### config.mk
export PLATFORM = sky130hd
export DESIGN_NAME = ex_stage
export DESIGN_NICKNAME = d
export VERILOG_FILES = /design/src/rtl/ex_stage.sv
export SDC_FILE = /design/constraint.sdc
export NUM_CORES = 1
export LEC_CHECK = 0
export CAP_MARGIN = 30
export CELL_PAD_IN_SITES_DETAIL_PLACEMENT = 0
export CELL_PAD_IN_SITES_GLOBAL_PLACEMENT = 1
export CORE_MARGIN = 10
export CORE_UTILIZATION = 40
export CTS_BUF_LIST = sky130_fd_sc_hd__clkbuf_4 sky130_fd_sc_hd__clkbuf_8 sky130_fd_sc_hd__clkbuf_16
export DETAILED_ROUTE_END_ITERATION = 8
export GPL_ROUTABILITY_DRIVEN = 1
export GPL_TIMING_DRIVEN = 0
export PLACE_DENSITY = 0.84
export REMOVE_ABC_BUFFERS = 1
export SYNTH_ARGS = -nofsm -noshare
export SYNTH_HDL_FRONTEND = slang
export SYNTH_SLANG_ARGS = --single-unit
### constraint.sdc
create_clock -name clk -period 10.4 [get_ports clk]
set_input_delay 1.04 -clock clk [delete_from_list [all_inputs] [get_ports clk]]
set_output_delay 1.04 -clock clk [all_outputs]
set_load 0.01 [all_outputs]
### src/rtl/ex_stage.sv
// rtl/ex_stage.sv - execute stage: operand forwarding, 16-bit ALU, Z/V/N flags, EX/MEM register
module ex_stage (
    input  logic        clk,
    input  logic        rst,
    input  logic        stall,
    input  logic        flush,
    input  logic        ALUSrc,
    input  logic [3:0]  ALUOp,
    input  logic [15:0] readData1,
    input  logic [15:0] readData2,
    input  logic [15:0] Immediate,
    input  logic [3:0]  Rs,
    input  logic [3:0]  Rt,
    input  logic [3:0]  Rd,
    input  logic        MemRead,
    input  logic        MemWrite,
    input  logic        RegWrite,
    input  logic        MemtoReg,
    input  logic        PCS,
    input  logic        HALT,
    input  logic [15:0] PC_Inc,
    input  logic        memwb_RegWrite,
    input  logic [3:0]  memwb_Rd,
    input  logic [15:0] memwb_WriteData,
    output logic [15:0] ALUResult_Out,
    output logic [15:0] StoreData_Out,
    output logic [3:0]  Rd_Out,
    output logic        MemRead_Out,
    output logic        MemWrite_Out,
    output logic        RegWrite_Out,
    output logic        MemtoReg_Out,
    output logic        PCS_Out,
    output logic        HALT_Out,
    output logic [15:0] PC_Inc_Out,
    output logic [2:0]  Flags
);

    localparam logic [3:0] OP_ADD    = 4'b0000;
    localparam logic [3:0] OP_SUB    = 4'b0001;
    localparam logic [3:0] OP_XOR    = 4'b0010;
    localparam logic [3:0] OP_RED    = 4'b0011;
    localparam logic [3:0] OP_SLL    = 4'b0100;
    localparam logic [3:0] OP_SRA    = 4'b0101;
    localparam logic [3:0] OP_ROR    = 4'b0110;
    localparam logic [3:0] OP_PADDSB = 4'b0111;
    localparam logic [3:0] OP_LW     = 4'b1000;
    localparam logic [3:0] OP_SW     = 4'b1001;
    localparam logic [3:0] OP_LLB    = 4'b1010;
    localparam logic [3:0] OP_LHB    = 4'b1011;
    localparam logic [3:0] OP_PCS    = 4'b1110;

    logic [15:0] r_alu_result;
    logic [15:0] r_store_data;
    logic [3:0]  r_rd;
    logic        r_mem_read;
    logic        r_mem_write;
    logic        r_reg_write;
    logic        r_mem_to_reg;
    logic        r_pcs;
    logic        r_halt;
    logic [15:0] r_pc_inc;
    logic [2:0]  r_flags;

    logic        w_exmem_valid;
    logic        w_memwb_valid;
    logic [15:0] w_op_a;
    logic [15:0] w_rt_val;
    logic [15:0] w_op_b;

    // EX/MEM only forwards ALU results; loads are kept out by the upstream hazard unit.
    assign w_exmem_valid = r_reg_write && !r_mem_to_reg && (r_rd != 4'd0);
    assign w_memwb_valid = memwb_RegWrite && (memwb_Rd != 4'd0);

    always_comb begin
        w_op_a = readData1;
        if (w_exmem_valid && (r_rd == Rs))
            w_op_a = r_alu_result;
        else if (w_memwb_valid && (memwb_Rd == Rs))
            w_op_a = memwb_WriteData;
    end

    always_comb begin
        w_rt_val = readData2;
        if (w_exmem_valid && (r_rd == Rt))
            w_rt_val = r_alu_result;
        else if (w_memwb_valid && (memwb_Rd == Rt))
            w_rt_val = memwb_WriteData;
    end

    assign w_op_b = ALUSrc ? Immediate : w_rt_val;

    logic [16:0] w_add_ext;
    logic [16:0] w_sub_ext;
    logic        w_add_ovf;
    logic        w_sub_ovf;
    logic [15:0] w_add_sat;
    logic [15:0] w_sub_sat;

    // 17-bit sign-extended sums: bits 16 and 15 disagree exactly on overflow.
    assign w_add_ext = {w_op_a[15], w_op_a} + {w_op_b[15], w_op_b};
    assign w_sub_ext = {w_op_a[15], w_op_a} - {w_op_b[15], w_op_b};
    assign w_add_ovf = w_add_ext[16] ^ w_add_ext[15];
    assign w_sub_ovf = w_sub_ext[16] ^ w_sub_ext[15];
    assign w_add_sat = w_add_ovf ? (w_add_ext[16] ? 16'h8000 : 16'h7FFF) : w_add_ext[15:0];
    assign w_sub_sat = w_sub_ovf ? (w_sub_ext[16] ? 16'h8000 : 16'h7FFF) : w_sub_ext[15:0];

    logic [8:0]  w_red_hi;
    logic [8:0]  w_red_lo;
    logic [9:0]  w_red_sum;

    assign w_red_hi  = {w_op_a[15], w_op_a[15:8]} + {w_op_b[15], w_op_b[15:8]};
    assign w_red_lo  = {w_op_a[7], w_op_a[7:0]} + {w_op_b[7], w_op_b[7:0]};
    assign w_red_sum = {w_red_hi[8], w_red_hi} + {w_red_lo[8], w_red_lo};

    logic [3:0]  w_shamt;
    logic [15:0] w_sll;
    logic [15:0] w_sra;
    logic [31:0] w_ror_wide;

    assign w_shamt    = Immediate[3:0];
    assign w_sll      = w_op_a << w_shamt;
    assign w_sra      = $signed(w_op_a) >>> w_shamt;
    assign w_ror_wide = {w_op_a, w_op_a} >> w_shamt;

    logic [15:0] w_paddsb;

    genvar g;
    generate
        for (g = 0; g < 4; g++) begin : g_nib
            logic [4:0] w_nib_sum;
            assign w_nib_sum = {w_op_a[4*g+3], w_op_a[4*g +: 4]} + {w_op_b[4*g+3], w_op_b[4*g +: 4]};
            assign w_paddsb[4*g +: 4] = (w_nib_sum[4] ^ w_nib_sum[3]) ?
                                        (w_nib_sum[4] ? 4'h8 : 4'h7) : w_nib_sum[3:0];
        end
    endgenerate

    logic [15:0] w_result;
    logic        w_sat;
    logic        w_wr_z;
    logic        w_wr_vn;

    always_comb begin
        w_result = 16'h0000;
        w_sat    = 1'b0;
        w_wr_z   = 1'b0;
        w_wr_vn  = 1'b0;
        case (ALUOp)
            OP_ADD: begin
                w_result = w_add_sat;
                w_sat    = w_add_ovf;
                w_wr_z   = 1'b1;
                w_wr_vn  = 1'b1;
            end
            OP_SUB: begin
                w_result = w_sub_sat;
                w_sat    = w_sub_ovf;
                w_wr_z   = 1'b1;
                w_wr_vn  = 1'b1;
            end
            OP_XOR: begin
                w_result = w_op_a ^ w_op_b;
                w_wr_z   = 1'b1;
            end
            OP_RED:    w_result = {{6{w_red_sum[9]}}, w_red_sum};
            OP_SLL: begin
                w_result = w_sll;
                w_wr_z   = 1'b1;
            end
            OP_SRA: begin
                w_result = w_sra;
                w_wr_z   = 1'b1;
            end
            OP_ROR: begin
                w_result = w_ror_wide[15:0];
                w_wr_z   = 1'b1;
            end
            OP_PADDSB: w_result = w_paddsb;
            OP_LW, OP_SW: w_result = (w_op_a & 16'hFFFE) + Immediate;
            OP_LLB:    w_result = (w_op_a & 16'hFF00) | {8'h00, Immediate[7:0]};
            OP_LHB:    w_result = (w_op_a & 16'h00FF) | {Immediate[7:0], 8'h00};
            OP_PCS:    w_result = PC_Inc;
            default:   w_result = 16'h0000;
        endcase
    end

    always_ff @(posedge clk or posedge rst) begin
        if (rst) begin
            r_alu_result <= 16'h0000;
            r_store_data <= 16'h0000;
            r_rd         <= 4'd0;
            r_mem_read   <= 1'b0;
            r_mem_write  <= 1'b0;
            r_reg_write  <= 1'b0;
            r_mem_to_reg <= 1'b0;
            r_pcs        <= 1'b0;
            r_halt       <= 1'b0;
            r_pc_inc     <= 16'h0000;
            r_flags      <= 3'b000;
        end else if (!stall) begin
            r_alu_result <= w_result;
            r_store_data <= w_rt_val;
            r_rd         <= Rd;
            r_pc_inc     <= PC_Inc;
            r_mem_read   <= MemRead  && !flush;
            r_mem_write  <= MemWrite && !flush;
            r_reg_write  <= RegWrite && !flush;
            r_mem_to_reg <= MemtoReg && !flush;
            r_pcs        <= PCS      && !flush;
            r_halt       <= HALT     && !flush;
            // A flushed instruction is a bubble and must not disturb the flags.
            if (!flush) begin
                if (w_wr_z)
                    r_flags[2] <= (w_result == 16'h0000);
                if (w_wr_vn) begin
                    r_flags[1] <= w_sat;
                    r_flags[0] <= w_result[15];
                end
            end
        end
    end

    assign ALUResult_Out = r_alu_result;
    assign StoreData_Out = r_store_data;
    assign Rd_Out        = r_rd;
    assign MemRead_Out   = r_mem_read;
    assign MemWrite_Out  = r_mem_write;
    assign RegWrite_Out  = r_reg_write;
    assign MemtoReg_Out  = r_mem_to_reg;
    assign PCS_Out       = r_pcs;
    assign HALT_Out      = r_halt;
    assign PC_Inc_Out    = r_pc_inc;
    assign Flags         = r_flags;

endmodule
-- After elaboration in Yosys (flattened, before gate mapping)
Cells that the tools add are included.
- register bits after elaboration: 61
- input port bits: 112
- output and inout bits: 61
- logic and storage cells: 97
- $add $sub $neg: 10
- equality and inequality tests: 16
- shift operators: 3
- mux-type cells: 21
- bitwise logic cells: 11
- reductions and logical operators: 24
- operator list (operator ; number):
    $pmux 16 s12 ; 1
    $mux 16 ; 9
    $mux 4 ; 8
    $shr 32x4->16 ; 1
    $add 4x4->5 ; 4
    $eq 4x4->1 const B ; 5
    $add 8x8->9 ; 2
    $add 16x16->17 ; 1
    $sub 16x16->17 ; 1
    $add 16x16->16 ; 1
    $eq 4x3->1 const B ; 4
    $eq 4x4->1 ; 4
    $logic_not 16->1 ; 1
    $or 16x8->16 ; 1
    $or 8x16->16 ; 1
    $shl 16x4->16 ; 1
    $sshr 16x4->16 ; 1
    $xor 16x16->16 ; 1
    $logic_and 1x1->1 ; 13
    $add 9x9->10 ; 1
    $eq 4x2->1 const B ; 2
    $reduce_bool 4->1 ; 2
    $reduce_and 3->1 ; 2
    $reduce_or 6->1 ; 1
    8 further kinds ; 17

-- Depth between registers and ports, before layout
Gate-level depths: netlist (run 1).
- depth in word-level cells: 11
- gate-level depth with buffers: 28
- gate-level depth less buffers: 26

-- Worst setup path before layout (run 1)
No wires, ideal clock.
- kind: input-to-reg
- start point: input Rt[2]
- end point: register r_flags[2] (netlist: Flags[2])
- library setup time: 95 ps
- arrival time: 6651 ps
- data required time: 10305 ps
- setup slack: 3654 ps
- stages: 24
- buffers on the path: 2
- path through: xor2_1 nor4_1 and2_1 clkbuf_1 clkbuf_1 mux2i_1 a21oi_1 mux2i_1 inv_1 fa_1 inv_1 fa_1 inv_1 ha_1 or4_1 o22ai_1 xnor2_1 nand2b_1 o2111ai_1 a311oi_1 o221ai_1 nor4_2 nand4b_1 o32ai_2
- word-level cells in the longest chain between the ends: 10
- elaborated cells between the ends (all ways): 37
- those cells by class: 9 x add/sub; 2 x eq/ne; 16 x mux; 7 x bitwise; 3 x reduce/logical
- RTL lines (element ; RTL line ; text):
    from (decl) ; 13 ; input logic [3:0] Rt,
    $eq 4x4->1 ; 86 ; else if (w_memwb_valid && (memwb_Rd == Rt))
    $logic_and 1x1->1 ; 86 ;
    $mux 16 ; 86 ;
    $mux 16 (*) ; 84 ; if (w_exmem_valid && (r_rd == Rt))
    $mux 16 (*) ; 90 ; assign w_op_b = ALUSrc ? Immediate : w_rt_val;
    branches (longest 3 deep; another with $add 9x9->10) ; n/a ;
    $pmux 16 s12 (*) ; 147 ; case (ALUOp)
    $logic_not 16->1 (*) ; 213 ; r_flags[2] <= (w_result == 16'h0000);
    to (signal assigned) ; 213 ;
    to (decl) ; 62 ; logic [2:0] r_flags;
Every way passes the cells marked *.
A chain may end at the register's enable or synchronous reset.

-- Worst setup path after layout (run 1)
- start point: input memwb_Rd[3]
- end point: register r_flags[2] (netlist: Flags[2])
- word-level cells in the longest chain between the ends: 11
- elaborated cells between the ends (all ways): 47
- those cells by class: 10 x add/sub; 2 x eq/ne; 3 x shift; 18 x mux; 9 x bitwise; 5 x reduce/logical
- RTL lines (element ; RTL line ; text):
    from (decl) ; 23 ; input logic [3:0] memwb_Rd,
    branches (longest 9 deep; another with $add 9x9->10) ; n/a ;
    $pmux 16 s12 (*) ; 147 ;
    $logic_not 16->1 (*) ; 213 ;
Marks and branches as above.

==> results of run 1 <==
[cell type report]
| class | instances | area [um2] | area share (%) |
|---|---|---|---|
| flip-flops and latches | 61 | 1526 | 11.92 |
| inverters | 102 | 382.9 | 2.989 |
| well taps | 335 | 419.2 | 3.273 |
| multi-input cells | 1119 | 8197 | 64.00 |
| clock buffers | 9 | 225.2 | 1.758 |
| diodes | 1 | 2.502 | 0.01954 |
| clock inverters | 7 | 102.6 | 0.8011 |
| repair buffers | 188 | 1952 | 15.24 |
[path summary, 6_finish.rpt]
| check | endpoint | depth (start not counted) |
|---|---|---|
| hold / removal | StoreData_Out[2] | 2 |
| hold reg to reg | StoreData_Out[2] | 2 |
| setup / recovery | Flags[2] | 22 |
| setup reg to reg | Flags[2] | 25 |
| max in group asynchronous | ALUResult_Out[15] | 3 |
| min in group asynchronous | PC_Inc_Out[10] | 2 |
[cell usage after synthesis (all sizes together), types with 7 or more instances]
cell | count | area share, %
mux4 | 10 | 2.2
a311oi | 7 | 0.59
nand3 | 34 | 1.6
nor2 | 116 | 4.2
o22a | 7 | 0.67
ha | 55 | 6.6
dfrtp | 61 | 15
nor2b | 16 | 0.96
fa | 23 | 4.4
maj3 | 9 | 0.86
nand2 | 123 | 4.5
and2 | 9 | 0.54
o31ai | 7 | 0.50
o21bai | 9 | 0.65
nor3 | 29 | 1.4
and3 | 7 | 0.42
xor2 | 17 | 1.4
mux2i | 58 | 5.6
a221oi | 8 | 0.73
o221ai | 18 | 1.5
nand2b | 15 | 0.90
nor4 | 18 | 1.1
a31oi | 15 | 0.90
a211oi | 14 | 1.1
a22oi | 15 | 1.1
xnor2 | 46 | 4.0
a21boi | 20 | 1.4
a21o | 13 | 0.93
a21oi | 111 | 5.3
inv | 100 | 3.6
mux2 | 34 | 3.7
o22ai | 52 | 4.2
buf | 22 | 1.2
clkbuf | 57 | 2.0
a211o | 7 | 0.59
o21ai | 73 | 3.5
o2111ai | 13 | 1.1
o211ai | 21 | 1.5
[kinds of logic after synthesis]
group,synth area share [%]
AO/OA/AOI/OAI,31.55
AND/OR/NAND/NOR,18.21
buffers and inverters,6.938
multiplexers,11.38
adder cells (fa/ha/maj),11.86
XOR/XNOR,5.428
flip-flops,14.62
[critical path: stages]
cell	delay, ns
clkdlybuf4s50_1	0.51
xnor2_2	0.74
and2_1	0.72
a21boi_0	0.25
o22ai_1	0.81
inv_1	0.38
fa_1	0.57
inv_1	0.05
fa_1	0.52
fa_1	0.49
nor2b_1	0.13
o21ai_0	0.10
a21boi_0	0.38
o22ai_1	0.18
xnor2_1	0.27
nand2b_1	0.38
o2111ai_1	0.24
a311oi_1	0.28
o221ai_1	0.24
nor4_2	0.53
nand4b_1	0.22
o32ai_2	0.31
[state kept, by name, indices dropped and copies added, names as in the netlist]
register       count
ALUResult_Out     16
MemRead_Out        1
MemtoReg_Out       1
StoreData_Out     16
Flags              3
RegWrite_Out       1
Rd_Out             4
MemWrite_Out       1
HALT_Out           1
PC_Inc_Out        16
PCS_Out            1
[per-stage QoR]
| stage | hold slack [ns] | instances |
|---|---|---|
| 2_1_floorplan | 0.5036 | 1282 |
| 3_3_place_gp | 0.4552 | 1789 |
| 3_5_place_dp | 0.4626 | 1805 |
| 4_1_cts | 0.4765 | 1821 |
| 5_1_grt | 0.4978 | 1821 |
| 6_report | 0.4713 | 1822 |
[report_power, final]
part	total, mW	switching, mW	internal, mW	leakage, nW
Clock	0.341	0.128	0.213	0.157
Sequential	0.316	0.0445	0.272	0.736
Combinational	1.08	0.655	0.426	4.30
Total	1.74	0.827	0.912	5.19
[layer usage]
layer  GRT usage [%]  vias up  wire length, um
li1                -     5330                -
met1           40.50     6014            22080
met2           52.55      757            25960
met3           5.408      157             4721
met4           15.78        2             3075
met5               0        -               46
==> impl_metrics.sql, run 1 <==
INSERT INTO impl_metrics (metric_group, metric, value, unit) VALUES
('clock_network', 'htree_levels', '3', ''),
('placed_design', 'dpl-instance-area', '12480', 'um2'),
('detailed_routing', 'detail_route.first_pass.iterations', '5', ''),
('sta', 'final.setup.worst_slack', '1.278', 'ns'),
('detailed_routing', 'detail_route.drc_violations', '0', ''),
('clock_network', 'clock_slew_seen_by_the_registers_of_the_worst_setup_and_hold_paths', '0.06', 'ns'),
('detailed_routing', 'post_drt_wl_per_cell', '30.67', 'um'),
('sta', 'timing_max_transition_violations_final', '0', ''),
('detailed_routing', 'vias_per_cell', '6.729', ''),
('worst_setup_path', 'crit_type', 'input port to register', ''),
('synthesis', 'synth-warning-count', '0', ''),
('placed_design', 'io_buffers', '172', ''),
('floorplan', 'placementRows', '59', ''),
('sta', 'unrepaired_setup_endpoints_after_global_routing', 'false', ''),
('grt', 'grt_overflow', '0', ''),
('synthesis', 'synth_seq_cells', '61', ''),
('floorplan', 'io_pins', '173', ''),
('finish', 'area_delta_synth_final', '22.66', '%'),
('clock_network', 'buffers_inserted_by_post_cts_timing_repair', '0', ''),
('sta', 'setup_viol', '0', ''),
('detailed_routing', 'drt_iter0_drc', '1631', ''),
('power_and_ir_drop', 'pwr_per_cell_area', '135.8', 'nW/um2'),
('clock_network', 'cts_buffer_depth', '2', ''),
('clock_network', 'holdBufCountCts', '0', ''),
('worst_setup_path', 'setup.worst_path.end_class', 'register', ''),
('placed_design', 'place.gp.congestion', '1.045', ''),
('detailed_routing', 'ant_nets', '0', ''),
('grt', 'wire_length_of_the_first_global_routing_pass', '80810', 'um'),
('clock_network', 'clk-insertion-delay-late', '0.35', 'ns'),
('worst_setup_path', 'path_max_fanout', '17', ''),
('grt', 'grt_antenna_before_repair', '2', ''),
('placed_design', 'place_worst_setup_slack', '1.132', 'ns'),
('placed_design', 'detailed_place_hpwl', '44920', 'um'),
('power_and_ir_drop', 'leakagePower', '5.194', 'nW'),
('synthesis', 'async_flop_share', '100.0', '%'),
('floorplan', 'dieArea', '32970', 'um2'),
('clock_network', 'post_cts.resized_instances', '0', ''),
('worst_setup_path', 'cp_data_arrival_time', '9.37', 'ns'),
('power_and_ir_drop', 'vdd_drop_max', '0.08927', 'mV'),
('floorplan', 'initial_core_util', '40.41', '%'),
('worst_setup_path', 'worstSetupStartpoint', 'memwb_Rd[3]', ''),
('detailed_routing', 'wirelength', '55890', 'um'),
('finish', 'fin_area', '12810', 'um2'),
('sta', 'period_minus_slack', '9.122', 'ns'),
('synthesis', 'avgSynthCellArea', '7.672', 'um2'),
('floorplan', 'fp.coreArea', '25840', 'um2'),
('finish', 'post_layout_util', '49.57', '%'),
('power_and_ir_drop', 'power.total', '1.739', 'mW'),
('synthesis', 'ys_dominant_reg_cell', 'dfrtp_1', ''),
('finish', 'most-common-layout-cells', 'clkdlybuf4s50_1, nand2_1, nor2_1', ''),
('clock_network', 'numClockSinks', '61', ''),
('clock_network', 'clock-root-buffer', 'clkbuf_16', ''),
('grt', 'vias_in_the_first_global_route', '11780', ''),
('sta', 'worst_slew_margin_rel', '27.10', '%'),
('synthesis', 'seq_area_frac_synth', '14.62', '%'),
('run_status', 'status', 'finished, final reports clean', ''),
('worst_setup_path', 'rrSetupSlack', '2.42', 'ns'),
('synthesis', 'mappedNetlistArea', '10440', 'um2'),
('clock_network', 'tritoncts_clock_tree', 'done', ''),
('grt', 'groute.usage.overall', '32.30', '%'),
('synthesis', 'synth_cell_types', '97', ''),
('worst_setup_path', 'worstReg2RegStart', 'Rd_Out[3]', ''),
('grt', 'maximum_number_of_pins_on_one_net_before_global_route_repair', '41', ''),
('sta', 'fmax', '0.1096', 'GHz'),
('sta', 'timing_worst_slew_pin_value', '1.093', 'ns'),
('sta', 'final_hold_viol_count', '0', ''),
('finish', 'layout.nets', '1671', ''),
('worst_setup_path', 'critPathRequiredTime', '10.64', 'ns'),
('floorplan', 'chipHeight', '181.6', 'um'),
('worst_hold_path', 'hold_path.startpoint', 'StoreData_Out[2]', ''),
('synthesis', 'count_of_flip_flops_with_a_built_in_enable_after_synthesis', '0', ''),
('detailed_routing', 'via_count', '12260', ''),
('sta', 'min_period_over_period', '87.71', '%'),
('sta', 'setup_total_negative_slack', '0', 'ns'),
('finish', 'layout.filler_cells', '2598', ''),
('sta', 'clock_skew', '0.009504', 'ns'),
('synthesis', 'syn-instance-count', '1361', ''),
('job', 'drv_cap', '0', ''),
('finish', 'drive_gt1_share', '9.085', '%'),
('clock_network', 'numCtsBuffers', '9', ''),
('floorplan', 'fp.dieW', '181.6', 'um'),
('worst_setup_path', 'worstSetupStartpointType', 'input port', ''),
('finish', 'layout.cells.most_common', 'clkdlybuf4s50_1', ''),
('worst_hold_path', 'worst_hold_class', 'register to register', '');
(Power assumes the default switching activity.)
==> run 2, diff against run 1 <==
CAP_MARGIN = 15   (was 30)
==> run 2 against run 1 <==
Against the previous run:
- clock power shrank 3%
- highest routed layer is now met4
- non-clock buffer count shrank 7
- critical endpoint unchanged
- largest cell class unchanged
- final area shrank 0.83%
- sequential share of layout area grew 0.10 points
==> impl_metrics.sql, run 2 (synthesis gave the netlist of run 1 again) <==
INSERT INTO impl_metrics (metric_group, metric, value, unit) VALUES
('run_status', 'status', 'finished, final reports clean', ''),
('worst_setup_path', 'crit_type', 'input port to register', ''),
('finish', 'most-common-layout-cells', 'clkdlybuf4s50_1, nand2_1, nor2_1', ''),
('clock_network', 'cts_buffer_depth', '2', ''),
('clock_network', 'htree_levels', '3', ''),
('placed_design', 'place.gp.congestion', '1.045', ''),
('finish', 'layout.cells.most_common', 'clkdlybuf4s50_1', ''),
('worst_setup_path', 'worstSetupStartpointType', 'input port', ''),
('worst_setup_path', 'rrSetupSlack', '2.49', 'ns'),
('sta', 'setup_total_negative_slack', '0', 'ns'),
('detailed_routing', 'detail_route.drc_violations', '0', ''),
('sta', 'timing_worst_slew_pin_value', '1.221', 'ns'),
('floorplan', 'initial_core_util', '40.41', '%'),
('power_and_ir_drop', 'pwr_per_cell_area', '135.8', 'nW/um2'),
('clock_network', 'holdBufCountCts', '0', ''),
('detailed_routing', 'detail_route.first_pass.iterations', '6', ''),
('grt', 'grt_antenna_before_repair', '0', ''),
('power_and_ir_drop', 'leakagePower', '5.140', 'nW'),
('clock_network', 'clock_slew_seen_by_the_registers_of_the_worst_setup_and_hold_paths', '0.06', 'ns'),
('sta', 'unrepaired_setup_endpoints_after_global_routing', 'false', ''),
('detailed_routing', 'drt_iter0_drc', '1494', ''),
('detailed_routing', 'wirelength', '55570', 'um'),
('worst_setup_path', 'critical_path.cell_chain', 'clkdlybuf4s50_1, xnor2_2, and2_1, a21boi_0, o22ai_1, inv_1, fa_1, inv_1, fa_1, inv_1, ha_1, a21o_1, a21oi_1, o21ai_0, a31o_2, nor4b_1, a221oi_1, nand4_1, a31oi_1, o2111ai_1, nor2_1, nand4b_1, o32ai_2', ''),
('worst_setup_path', 'crit_path_top_delay_cell', 'o22ai_1', ''),
('finish', 'layout.nets', '1664', ''),
('worst_setup_path', 'setup.worst_path.end_class', 'register', ''),
('worst_setup_path', 'critPathRequiredTime', '10.65', 'ns'),
('clock_network', 'numCtsBuffers', '9', ''),
('worst_setup_path', 'critical-path-max-stage-delay', '0.86', 'ns'),
('placed_design', 'detailed_place_hpwl', '44670', 'um'),
('grt', 'vias_in_the_first_global_route', '11630', ''),
('clock_network', 'clock-root-buffer', 'clkbuf_16', ''),
('finish', 'area_delta_synth_final', '21.64', '%'),
('worst_hold_path', 'worst_hold_class', 'register to register', ''),
('worst_setup_path', 'worstSetupStartpoint', 'memwb_Rd[3]', ''),
('power_and_ir_drop', 'vdd_drop_max', '0.09404', 'mV'),
('detailed_routing', 'ant_nets', '0', ''),
('finish', 'drive_gt1_share', '8.654', '%'),
('sta', 'worst_slew_margin_rel', '18.18', '%'),
('worst_setup_path', 'reg2reg_to', 'Flags[2]', ''),
('floorplan', 'placementRows', '59', ''),
('sta', 'setup_viol', '0', ''),
('worst_setup_path', 'cp_data_arrival_time', '9.44', 'ns'),
('sta', 'final.setup.worst_slack', '1.203', 'ns'),
('floorplan', 'io_pins', '173', ''),
('worst_hold_path', 'hold_path.startpoint', 'StoreData_Out[11]', ''),
('worst_setup_path', 'worstReg2RegStart', 'Rd_Out[3]', ''),
('clock_network', 'clk-insertion-delay-late', '0.34', 'ns'),
('detailed_routing', 'vias_per_cell', '6.696', ''),
('sta', 'timing_max_transition_violations_final', '0', ''),
('sta', 'period_minus_slack', '9.197', 'ns'),
('grt', 'maximum_number_of_pins_on_one_net_before_global_route_repair', '41', ''),
('sta', 'final_hold_viol_count', '0', ''),
('sta', 'clock_skew', '0.008016', 'ns'),
('grt', 'groute.usage.overall', '32.21', '%'),
('worst_setup_path', 'path_max_fanout', '17', ''),
('finish', 'antenna_cells_inserted', '0', ''),
('job', 'drv_cap', '0', ''),
('floorplan', 'fp.dieW', '181.6', 'um'),
('worst_setup_path', 'rr_worst_depth', '25', ''),
('worst_setup_path', 'timing.critical_path.to', 'Flags[2]', ''),
('sta', 'fin_worst_hold_slack', '0.4719', 'ns'),
('clock_network', 'tritoncts_clock_tree', 'done', ''),
('grt', 'grt_overflow', '0', ''),
('clock_network', 'buffers_inserted_by_post_cts_timing_repair', '0', ''),
('placed_design', 'io_buffers', '172', ''),
('worst_setup_path', 'critPathMostFrequentCell', 'inv_1', ''),
('floorplan', 'dieArea', '32970', 'um2'),
('placed_design', 'place_worst_setup_slack', '1.119', 'ns'),
('grt', 'wire_length_of_the_first_global_routing_pass', '80370', 'um'),
('clock_network', 'numClockSinks', '61', ''),
('sta', 'fmax', '0.1087', 'GHz'),
('clock_network', 'post_cts.resized_instances', '0', ''),
('sta', 'min_period_over_period', '88.43', '%'),
('floorplan', 'fp.coreArea', '25840', 'um2'),
('detailed_routing', 'via_count', '12150', ''),
('floorplan', 'chipHeight', '181.6', 'um'),
('detailed_routing', 'post_drt_wl_per_cell', '30.63', 'um');
==> run 2: cell types whose count changed in the layout (fill, tap and decap cells not counted) <==
cell	change
buf_16	-2
buf_2	-1
buf_4	-3
buf_6	-2
clkbuf_2	+1
clkinv_2	+1
clkinv_4	+2
diode_2	-1
inv_6	-3
==> run 2: power by group <==
part,switching [mW],internal (mW),leakage [nW]
logic,0.654,0.423,4.25
registers,0.0442,0.272,0.736
clock network,0.121,0.211,0.156
==> run 2: stage by stage <==
stage	std cells	cell area (um2)	power [mW]	utilization, %
after global routing	1814	12700	1.806	49.16
after CTS	1813	12700	1.699	49.14
after floorplan	1282	10100	0.9355	-
after detailed placement	1797	12370	1.367	47.88
final	1814	12700	1.725	49.16
after global placement	1789	12240	1.356	47.38
==> run 2: worst min-delay path by stage <==
| stage | endpoint | slack [ns] | cells past startpoint |
|---|---|---|---|
| after global routing | StoreData_Out[11] | 0.50 | 2 |
| after floorplan | StoreData_Out[0] | 0.50 | 2 |
| after CTS | StoreData_Out[11] | 0.48 | 2 |
| after global placement | StoreData_Out[1] | 0.46 | 2 |
| after detailed placement | StoreData_Out[11] | 0.46 | 2 |
| final | StoreData_Out[11] | 0.47 | 2 |
==> run 2: cell type report <==
type | count | area [um2]
multi-input cells | 1119 | 8197
repair buffers | 181 | 1852
fillers | 2634 | 13140
well taps | 335 | 419.2
clock buffers | 9 | 225.2
clock inverters | 7 | 98.84
flip-flops and latches | 61 | 1526
inverters | 102 | 382.9
==> run 2: metal layers <==
layer / vias up / wire length [um] / global-route usage [%]
li1: 5305 / - / -
met1: 5939 / 22330 / 41.05
met2: 747 / 25630 / 52.01
met3: 156 / 4489 / 4.771
met4: 0 / 3123 / 15.85
met5: - / 0 / 0
==> run 2: worst max-delay path: cells and delay by family <==
kind,cells,cell delay [ns]
xor gates and xnor gates,1,0.75
adders and majority gates,3,1.46
and+or+nand+nor,5,1.51
AOI/OAI and AO/OA,10,3.63
buffers and inverters,4,1.04
==> run 3, diff against run 2 <==
SKIP_CTS_REPAIR_TIMING = 1   (was default)
SKIP_LAST_GASP = 1   (was default)
==> results of run 3 <==
Final layout, timing and power as in run 2 (identical DEF).
